**config.mk**
```make
export PLATFORM = sky130hd
export DESIGN_NAME = seq_pattern_tx
export DESIGN_NICKNAME = d
export VERILOG_FILES = /design/src/rtl/seq_pkg.sv /design/src/rtl/seq_shift_reg.sv /design/src/rtl/seq_pattern_tx.sv
export SDC_FILE = /design/constraint.sdc
export NUM_CORES = 1
export LEC_CHECK = 0
export CORE_MARGIN = 3
export CORE_UTILIZATION = 47
export CTS_BUF_LIST = sky130_fd_sc_hd__clkbuf_8 sky130_fd_sc_hd__clkbuf_16
export CTS_CLUSTER_SIZE = 20
export DETAILED_ROUTE_END_ITERATION = 8
export GPL_TIMING_DRIVEN = 0
export PLACE_DENSITY = 0.75
export SETUP_SLACK_MARGIN = 0.05
export SYNTH_ARGS = -nofsm -noshare
export SYNTH_HDL_FRONTEND = slang
export SYNTH_SLANG_ARGS = --single-unit
```
**constraint.sdc**
```tcl
create_clock -name clk -period 1.8 [get_ports clk]
set_clock_uncertainty 0.1 [all_clocks]
set_input_delay 0.36 -clock clk [delete_from_list [all_inputs] [get_ports clk]]
set_output_delay 0.36 -clock clk [all_outputs]
set_load 0.05 [all_outputs]
```
**src/rtl/seq_pkg.sv**
```systemverilog
// Shared types and defaults for the serial pattern transmitter.
// The state enum carries PAR even when the parity build option is off.
package seq_pkg;

  localparam int PAT_W_DEF = 4;
  localparam logic [PAT_W_DEF-1:0] PAT_DEF_C = 4'b1010;

  typedef enum logic [1:0] {
    ST_IDLE  = 2'd0,
    ST_SHIFT = 2'd1,
    ST_PAR   = 2'd2,
    ST_DONE  = 2'd3
  } state_t;

endpackage

```
**src/rtl/seq_shift_reg.sv**
```systemverilog
// Load/shift register presenting its MSB; zeros shift in at the LSB.
// The transmitter loads it with the bits still to be sent after the current one.
module seq_shift_reg #(
  parameter int W = 4
) (
  input  logic         clk,
  input  logic         reset,
  input  logic         load,
  input  logic         shift,
  input  logic [W-1:0] load_val,
  output logic         msb
);

  logic [W-1:0] sr_q, sr_d;

  always_comb begin
    sr_d = sr_q;
    if (load) begin
      sr_d = load_val;
    end else if (shift) begin
      sr_d = {sr_q[W-2:0], 1'b0};
    end
  end

  always_ff @(posedge clk or posedge reset) begin
    if (reset) begin
      sr_q <= '0;
    end else begin
      sr_q <= sr_d;
    end
  end

  assign msb = sr_q[W-1];

endmodule

```
**src/rtl/seq_pattern_tx.sv**
```systemverilog
// Serial pattern transmitter: sends a latched pattern MSB-first, repeat_cnt times, then pulses done.
// Build option SEQ_PATTERN_TX_PARITY_EN appends an even-parity bit after every repetition.
module seq_pattern_tx
  import seq_pkg::*;
#(
  parameter int               PAT_W   = PAT_W_DEF,
  parameter int               CNT_W   = 8,
  parameter logic [PAT_W-1:0] PAT_DEF = PAT_DEF_C
) (
  input  logic             clk,
  input  logic             reset,
  input  logic             start,
  input  logic             use_def,
  input  logic [PAT_W-1:0] pattern_in,
  input  logic [CNT_W-1:0] repeat_cnt,
  input  logic             abort,
  output logic             ready,
  output logic             d,
  output logic             d_valid,
  output logic             last,
  output logic             done
);

  localparam int               IDX_W   = $clog2(PAT_W);
  localparam logic [IDX_W-1:0] IDX_TOP = IDX_W'(PAT_W - 1);
  localparam logic [CNT_W-1:0] ONE     = CNT_W'(1);

  state_t           state_q, state_d;
  logic [CNT_W-1:0] rep_q, rep_d;
  logic [IDX_W-1:0] idx_q, idx_d;
  logic [PAT_W-1:0] pat_q, pat_d;
  logic [PAT_W-1:0] pat_sel;
  logic             ready_q, ready_d;
  logic             d_q, d_d;
  logic             dv_q, dv_d;
  logic             last_q, last_d;
  logic             done_q, done_d;
  logic             sr_load, sr_shift, sr_msb;
  logic [PAT_W-1:0] sr_val;
  logic             end_rep;
`ifdef SEQ_PATTERN_TX_PARITY_EN
  logic             par_q, par_d;
`endif

  assign pat_sel = use_def ? PAT_DEF : pattern_in;

  seq_shift_reg #(.W(PAT_W)) u_sr (
    .clk      (clk),
    .reset    (reset),
    .load     (sr_load),
    .shift    (sr_shift),
    .load_val (sr_val),
    .msb      (sr_msb)
  );

  always_comb begin
    state_d  = state_q;
    rep_d    = rep_q;
    idx_d    = idx_q;
    pat_d    = pat_q;
    ready_d  = 1'b0;
    d_d      = 1'b0;
    dv_d     = 1'b0;
    last_d   = 1'b0;
    done_d   = 1'b0;
    sr_load  = 1'b0;
    sr_shift = 1'b0;
    sr_val   = {pat_q[PAT_W-2:0], 1'b0};
    end_rep  = 1'b0;
`ifdef SEQ_PATTERN_TX_PARITY_EN
    par_d    = par_q;
`endif

    case (state_q)
      ST_IDLE: begin
        ready_d = 1'b1;
        if (start) begin
          pat_d   = pat_sel;
          rep_d   = repeat_cnt;
          ready_d = 1'b0;
`ifdef SEQ_PATTERN_TX_PARITY_EN
          par_d   = ^pat_sel;
`endif
          if (repeat_cnt == '0) begin
            state_d = ST_DONE;
            done_d  = 1'b1;
          end else begin
            state_d = ST_SHIFT;
            idx_d   = IDX_TOP;
            sr_load = 1'b1;
            sr_val  = {pat_sel[PAT_W-2:0], 1'b0};
            d_d     = pat_sel[PAT_W-1];
            dv_d    = 1'b1;
          end
        end
      end

      ST_SHIFT: begin
        if (abort) begin
          state_d = ST_IDLE;
          ready_d = 1'b1;
          rep_d   = '0;
          idx_d   = '0;
        end else if (idx_q != '0) begin
          sr_shift = 1'b1;
          idx_d    = idx_q - 1'b1;
          d_d      = sr_msb;
          dv_d     = 1'b1;
`ifndef SEQ_PATTERN_TX_PARITY_EN
          last_d   = (idx_q == IDX_W'(1)) && (rep_q == ONE);
`endif
        end else begin
`ifdef SEQ_PATTERN_TX_PARITY_EN
          state_d = ST_PAR;
          d_d     = par_q;
          dv_d    = 1'b1;
          last_d  = (rep_q == ONE);
`else
          end_rep = 1'b1;
`endif
        end
      end

`ifdef SEQ_PATTERN_TX_PARITY_EN
      ST_PAR: begin
        if (abort) begin
          state_d = ST_IDLE;
          ready_d = 1'b1;
          rep_d   = '0;
          idx_d   = '0;
        end else begin
          end_rep = 1'b1;
        end
      end
`endif

      ST_DONE: begin
        state_d = ST_IDLE;
        ready_d = 1'b1;
      end

      default: begin
        state_d = ST_IDLE;
        ready_d = 1'b1;
      end
    endcase

    // The remaining-repetition check happens before the decrement, so rep never wraps.
    if (end_rep) begin
      if (rep_q > ONE) begin
        state_d = ST_SHIFT;
        rep_d   = rep_q - ONE;
        idx_d   = IDX_TOP;
        sr_load = 1'b1;
        d_d     = pat_q[PAT_W-1];
        dv_d    = 1'b1;
      end else begin
        state_d = ST_DONE;
        done_d  = 1'b1;
        rep_d   = '0;
        idx_d   = '0;
      end
    end
  end

  always_ff @(posedge clk or posedge reset) begin
    if (reset) begin
      state_q <= ST_IDLE;
      rep_q   <= '0;
      idx_q   <= '0;
      pat_q   <= '0;
      ready_q <= 1'b1;
      d_q     <= 1'b0;
      dv_q    <= 1'b0;
      last_q  <= 1'b0;
      done_q  <= 1'b0;
`ifdef SEQ_PATTERN_TX_PARITY_EN
      par_q   <= 1'b0;
`endif
    end else begin
      state_q <= state_d;
      rep_q   <= rep_d;
      idx_q   <= idx_d;
      pat_q   <= pat_d;
      ready_q <= ready_d;
      d_q     <= d_d;
      dv_q    <= dv_d;
      last_q  <= last_d;
      done_q  <= done_d;
`ifdef SEQ_PATTERN_TX_PARITY_EN
      par_q   <= par_d;
`endif
    end
  end

  assign ready   = ready_q;
  assign d       = d_q;
  assign d_valid = dv_q;
  assign last    = last_q;
  assign done    = done_q;

endmodule
```
## Word level (Yosys, flattened, before mapping)

Index checks and enable logic that the tools add are counted.
Widths: inputs -> output; s select.

- Register bits: 25
- Output and inout port bits: 5

- Add/subtract/negate cells: 2
- $lt $le $gt $ge: 1
- Equality and inequality tests: 7
- Multiplexer cells: 56
- Reductions and logical operators: 10

Operators with widths:

| kind | number |
|---|---|
| $mux 8 | 4 |
| $mux 1 | 29 |
| $mux 4 | 6 |
| $mux 2 | 11 |
| $pmux 8 s2 | 1 |
| $ne 3x3->1 const B | 3 |
| $eq 8x1->1 const B | 1 |
| $gt 8x1->1 const B | 1 |
| $logic_not 8->1 | 1 |
| $pmux 2 s2 | 2 |
| $sub 8x1->8 const B | 1 |
| $pmux 1 s2 | 3 |
| $eq 2x1->1 const B | 2 |
| $ne 4x4->1 const B | 1 |
| $reduce_and 2->1 | 2 |
| $reduce_and 4->1 | 1 |
| $reduce_bool 2->1 | 2 |
| $reduce_and 3->1 | 1 |
| $reduce_bool 3->1 | 1 |
| $logic_not 2->1 | 1 |
| $sub 2x1->2 const B | 1 |
| $logic_and 1x1->1 | 1 |

## Logic depth before layout (Yosys ltp)

- Depth after elaboration: 7
- Gate-level depth with buffers: 7
- Gate-level depth less buffers: 6

## Hierarchy

Synthesis repeated with hierarchy kept, for this count alone.

- Cells, all modules: 144
- Area total of the unflattened synthesis: 1412.6 µm²

Modules (own cells, without submodules):

| module | times used | cells each | area each (µm²) |
|---|---|---|---|
| seq_pattern_tx | 1 | 127 | 1237.4 |
| seq_shift_reg | 1 | 17 | 175.2 |

## Worst setup path after synthesis

No wires, ideal clock.

- Path type: register to register
- From: register rep_q[0]
- To: register u_sr.sr_q[2]
- Setup time: 0.121 ns
- Arrival time: 1.630 ns
- Required time: 1.579 ns
- Path slack: -0.051 ns
- Cell stages (with the launch flop): 7
- Path buffers: 0
- Period minus slack after synthesis: 1.851 ns
- Cells stage by stage: dfrtp_1 > inv_1 > ha_1 > or2_2 > a31o_4 > o221a_1 > o22a_1

- Longest elaborated chain between the ends: 4

RTL lines:

| what | line | RTL |
|---|---|---|
| start, declared | seq_pattern_tx.sv:29 | `logic [CNT_W-1:0] rep_q, rep_d;` |
| start signal, assigned | seq_pattern_tx.sv:182 | `rep_q <= rep_d;` |
| $gt 8x1->1 * | seq_pattern_tx.sv:150 | `if (rep_q > ONE) begin` |
| $mux 1 * | seq_pattern_tx.sv:150 |  |
| $mux 1 * | seq_pattern_tx.sv:149 | `if (end_rep) begin` |
| $mux 4 or $reduce_bool 2->1 (tied branches) | - |  |
| end signal, assigned | seq_shift_reg.sv:29 | `sr_q <= sr_d;` |
| end, declared | seq_shift_reg.sv:14 | `logic [W-1:0] sr_q, sr_d;` |

Every way passes the cells marked *; elsewhere a longest branch is shown, timed or not.
A chain may end at the register's enable or synchronous reset.

## Worst setup path in the final report

Ends and elaborated chain as after synthesis.

==> key figures <==
Logic synthesis
  • Cell Area, Synth: 1330 sq um
  • Synth Flop Type: dfrtp_1
  • Yosys top cell area share: 0.4327
  • Yosys warns: 0
  • Ys async rst share: 1.000
  • Post-synthesis adder-cell area fraction: 0.03763
  • Seq cells post-synth: 24
  • Net Count, Synth: 158
  • Compound-cell area share of the yosys netlist: 0.2474
  • EDFF count, synth: 0
  • Syn_area_per_cell: 9.708 sq um
  • Largest family of logic cells by synthesized area: compound AO/OA/AOI/OAI gates
  • Post-synthesis sequential area ratio: 0.4525
  • Largest area contributor in the netlist: dfrtp_1
  • Area contributors post-synth: dfrtp_1 (43%), inv_1 (4.8%), ha_1 (3.8%), o21ai_0 (3.8%), nand2_1 (2.8%)
  • Multiplexer share of the synthesized area: 0
  • Post-synthesis cell count: 137
  • Post-synth cell types: 44
  • Post-Synth XOR/XNOR Area: 0.006585
  • Simple-gate share of the synthesized area: 0.1891

Timing
  • Final Hold Fails: 0
  • FMAX: 0.5348 GHz
  • Worst-Margin Slew: 0.9052 ns
  • Final setup vio count: 3
  • Final Max Slew Viols: 0
  • Worst rel slew slack: 0.3959
  • Worst Hold Slack: 0.4105 ns
  • RSZ-0062 raised after global routing: true
  • Final setup margin: -0.06986 ns
  • Tcrit/Tclk final: 1.039
  • Min cycle time layout: 1.870 ns

Setup path
  • WP data arrival: 1.93 ns
  • Worst Path Max Fanout: 7
  • Worst setup SP type: flop
  • Kind of critical path: reg2reg
  • Required time of the worst setup path: 1.86 ns
  • RR Endpoint: u_sr.sr_q[2]$_DFFE_PP0P_
  • Reg-to-reg slack, setup: -0.07 ns
  • CP endpoint kind: flop
  • Worst r2r src: rep_q[0]$_DFFE_PP0P_
  • Depth of the worst register-to-register path: 5

Detailed routing
  • Iteration-0 DRC Markers: 75
  • WL/cell: 19.26 microns
  • DRC: 0
  • WL final: 4.083 mm
  • Via density: 6.245
  • Post-route ant nets: 0
  • Router iterations before antenna repair: 4
  • Routed via count: 1324

Global route
  • GRT overflow: 0
  • Tot GR Track Use: 0.2338
  • Initial antenna violation count: 0
  • Largest net degree at the start of global routing: 25
  • Global-route wire length before repair: 6.348 mm
  • Vias in the first global route: 1388

Final layout
  • Syn-to-layout area delta: 52.30%
  • Share of cells above drive strength 1: 0.3681
  • Fin area: 2026 sq um
  • Nets: 204
  • Antenna fix cells: 0

CTS
  • Clock root buffer: clkbuf_8
  • Hold buffers post-CTS: 0
  • Clock Sinks: 24
  • Clock buffer depth: 2
  • CTS H-tree lvls: 1
  • CTS tree: done
  • Clock latency at the later pin of the worst-skew pair: 0.27 ns
  • Clock transition at path regs: 0.09 ns
  • Num CTS Buffers: 3

Pwr
  • Leak: 0.9002 nW
  • Clk pwr share: 0.150
  • Max VDD drop: 1382 uV
  • Seq pwr share: 0.299
  • Int Power: 1.927 mW
  • Comb power frac: 0.551
  • PD cells: 1593 nW/um^2
  • Switch Pwr: 1.300 mW
  • Sw frac: 0.4028

Outcome
  • Failing checks: setup timing
  • Outcome: finished with violations

Worst hold path
  • Critical hold path startpoint: pat_q[3]$_DFFE_PP0P_
  • Sink of the worst hold path: pat_q[3]$_DFFE_PP0P_
  • Hold Crit Class: reg2reg
  • Cell count of the worst hold path: 2

Place
  • Routability Congestion: 0.8515
  • PortBufs: 21
  • Placed cell area: 1585 sq um
  • Final HPWL DP: 2.217 mm

Die
  • Initial Utilization: 0.5135
  • Top Ports: 22
  • Die Y: 59.20 microns
  • Die Width: 59.20 microns
  • Die area: 3504 sq um
  • Row cnt: 18
  • Core box area: 2590 sq um

Job
  • Max cap viols: 0
-- area by class of cell --
cell class | instances | area (sq um)
fillers | 154 | 564.3
inverters | 17 | 63.81
clock buffers | 3 | 41.29
multi-input cells | 92 | 812.0
clock inverters | 1 | 30.03
repair buffers | 41 | 392.9
plain buffers | 4 | 38.79
flip-flops and latches | 24 | 609.3
well taps | 30 | 37.54
-- how the worst max path moves through the flow --
stage,start,end
3_5_place_dp,abort,u_sr.sr_q[2]$_DFFE_PP0P_
2_1_floorplan,rep_q[0]$_DFFE_PP0P_,u_sr.sr_q[2]$_DFFE_PP0P_
3_3_place_gp,abort,u_sr.sr_q[2]$_DFFE_PP0P_
4_1_cts,state_q[0]$_DFFE_PP0P_,rep_q[2]$_DFFE_PP0P_
6_report,rep_q[0]$_DFFE_PP0P_,u_sr.sr_q[2]$_DFFE_PP0P_
5_1_grt,rep_q[0]$_DFFE_PP0P_,u_sr.sr_q[2]$_DFFE_PP0P_
-- through the flow --
step	power (mW)	setup slack [ns]	utilization	setup TNS, ns	std cells
finish	3.227	-0.06986	0.7821	-0.09240	212
global route	3.410	-0.1077	0.7821	-0.5691	212
CTS	2.954	0.005408	0.7425	0	205
detailed placement	2.043	-0.4232	0.6121	-4.327	188
global placement	1.992	-0.4153	0.6121	-3.782	188
floorplan	1.738	0.06491	-	0	137
-- synthesized netlist by cell type, types with 2 or more instances --
library cell and n:
buf_2 2, nor3_1 4, o221ai_1 4, a21o_1 3, nand2_1 10, nor4_2 2, nor3b_1 2, nor2b_1 2
o21ai_0 10, nor2_1 8, o22ai_1 2, dfrtp_1 23, o32ai_1 2, a22o_1 2, nand3_1 5, a21oi_1 7
o21a_1 2, inv_1 17, ha_1 4, a31oi_1 2
-- power by group through the flow --
stage	Clock [mW]	Combinational (mW)	Sequential, mW
6_report	0.484	1.78	0.966
3_5_place_dp	0	1.11	0.937
2_1_floorplan	0	0.746	0.992
5_1_grt	0.502	1.92	0.989
4_1_cts	0.484	1.53	0.943
3_3_place_gp	0	1.07	0.924
-- critical path, stage by stage, from the launching register on --
cell and delay (ns):
dfrtp_2 0.47, ha_4 0.19, or2_4 0.27, a31o_4 0.28, o221a_1 0.29, o22a_1 0.18
-- layout by cell type, fill, tap and decap left out, drive strengths merged, types with 2 or more instances in the layout --
cell,instances
nor3,4
clkdlybuf4s50,12
clkbuf,5
a21oi,7
nand2,10
nor2b,2
nor2,8
dfrtp,23
nor4,3
nor3b,2
a22o,3
o32ai,2
a31oi,3
nand3,5
a21o,3
o21ai,11
dlygate4sd2,7
o22ai,2
o221ai,4
buf,23
inv,17
ha,4
o21a,2
o22a,2
-- kinds of logic after synthesis --
kind of cell | count (synthesis)
AO/OA/AOI/OAI | 45
AND/OR/NAND/NOR | 42
flip-flops | 24
buffers and inverters | 21
adder cells (fa/ha/maj) | 4
XOR/XNOR | 1
-- registers in the layout, summed over array words and instances, names as in the netlist --
name and flops:
state_q 2, last 1, rep_q 8, u_sr.sr_q 3, done 1, d_valid 1, idx_q 2, d 1
ready 1, pat_q 4
-- routing by layer --
layer | global-route usage | part of all wire
met5 | 0 | 0
met4 | 0.04854 | 0.014
met3 | 0.06100 | 0.060
met2 | 0.4072 | 0.50
met1 | 0.2886 | 0.42
-- what timing repair did --
action,CTS,global route
cloned,1,0
pin swaps,12,17
setup buffers,12,7
setup endpoints to repair,18,17
gates resized for setup,40,18
Power figures use the tool's default switching activity.
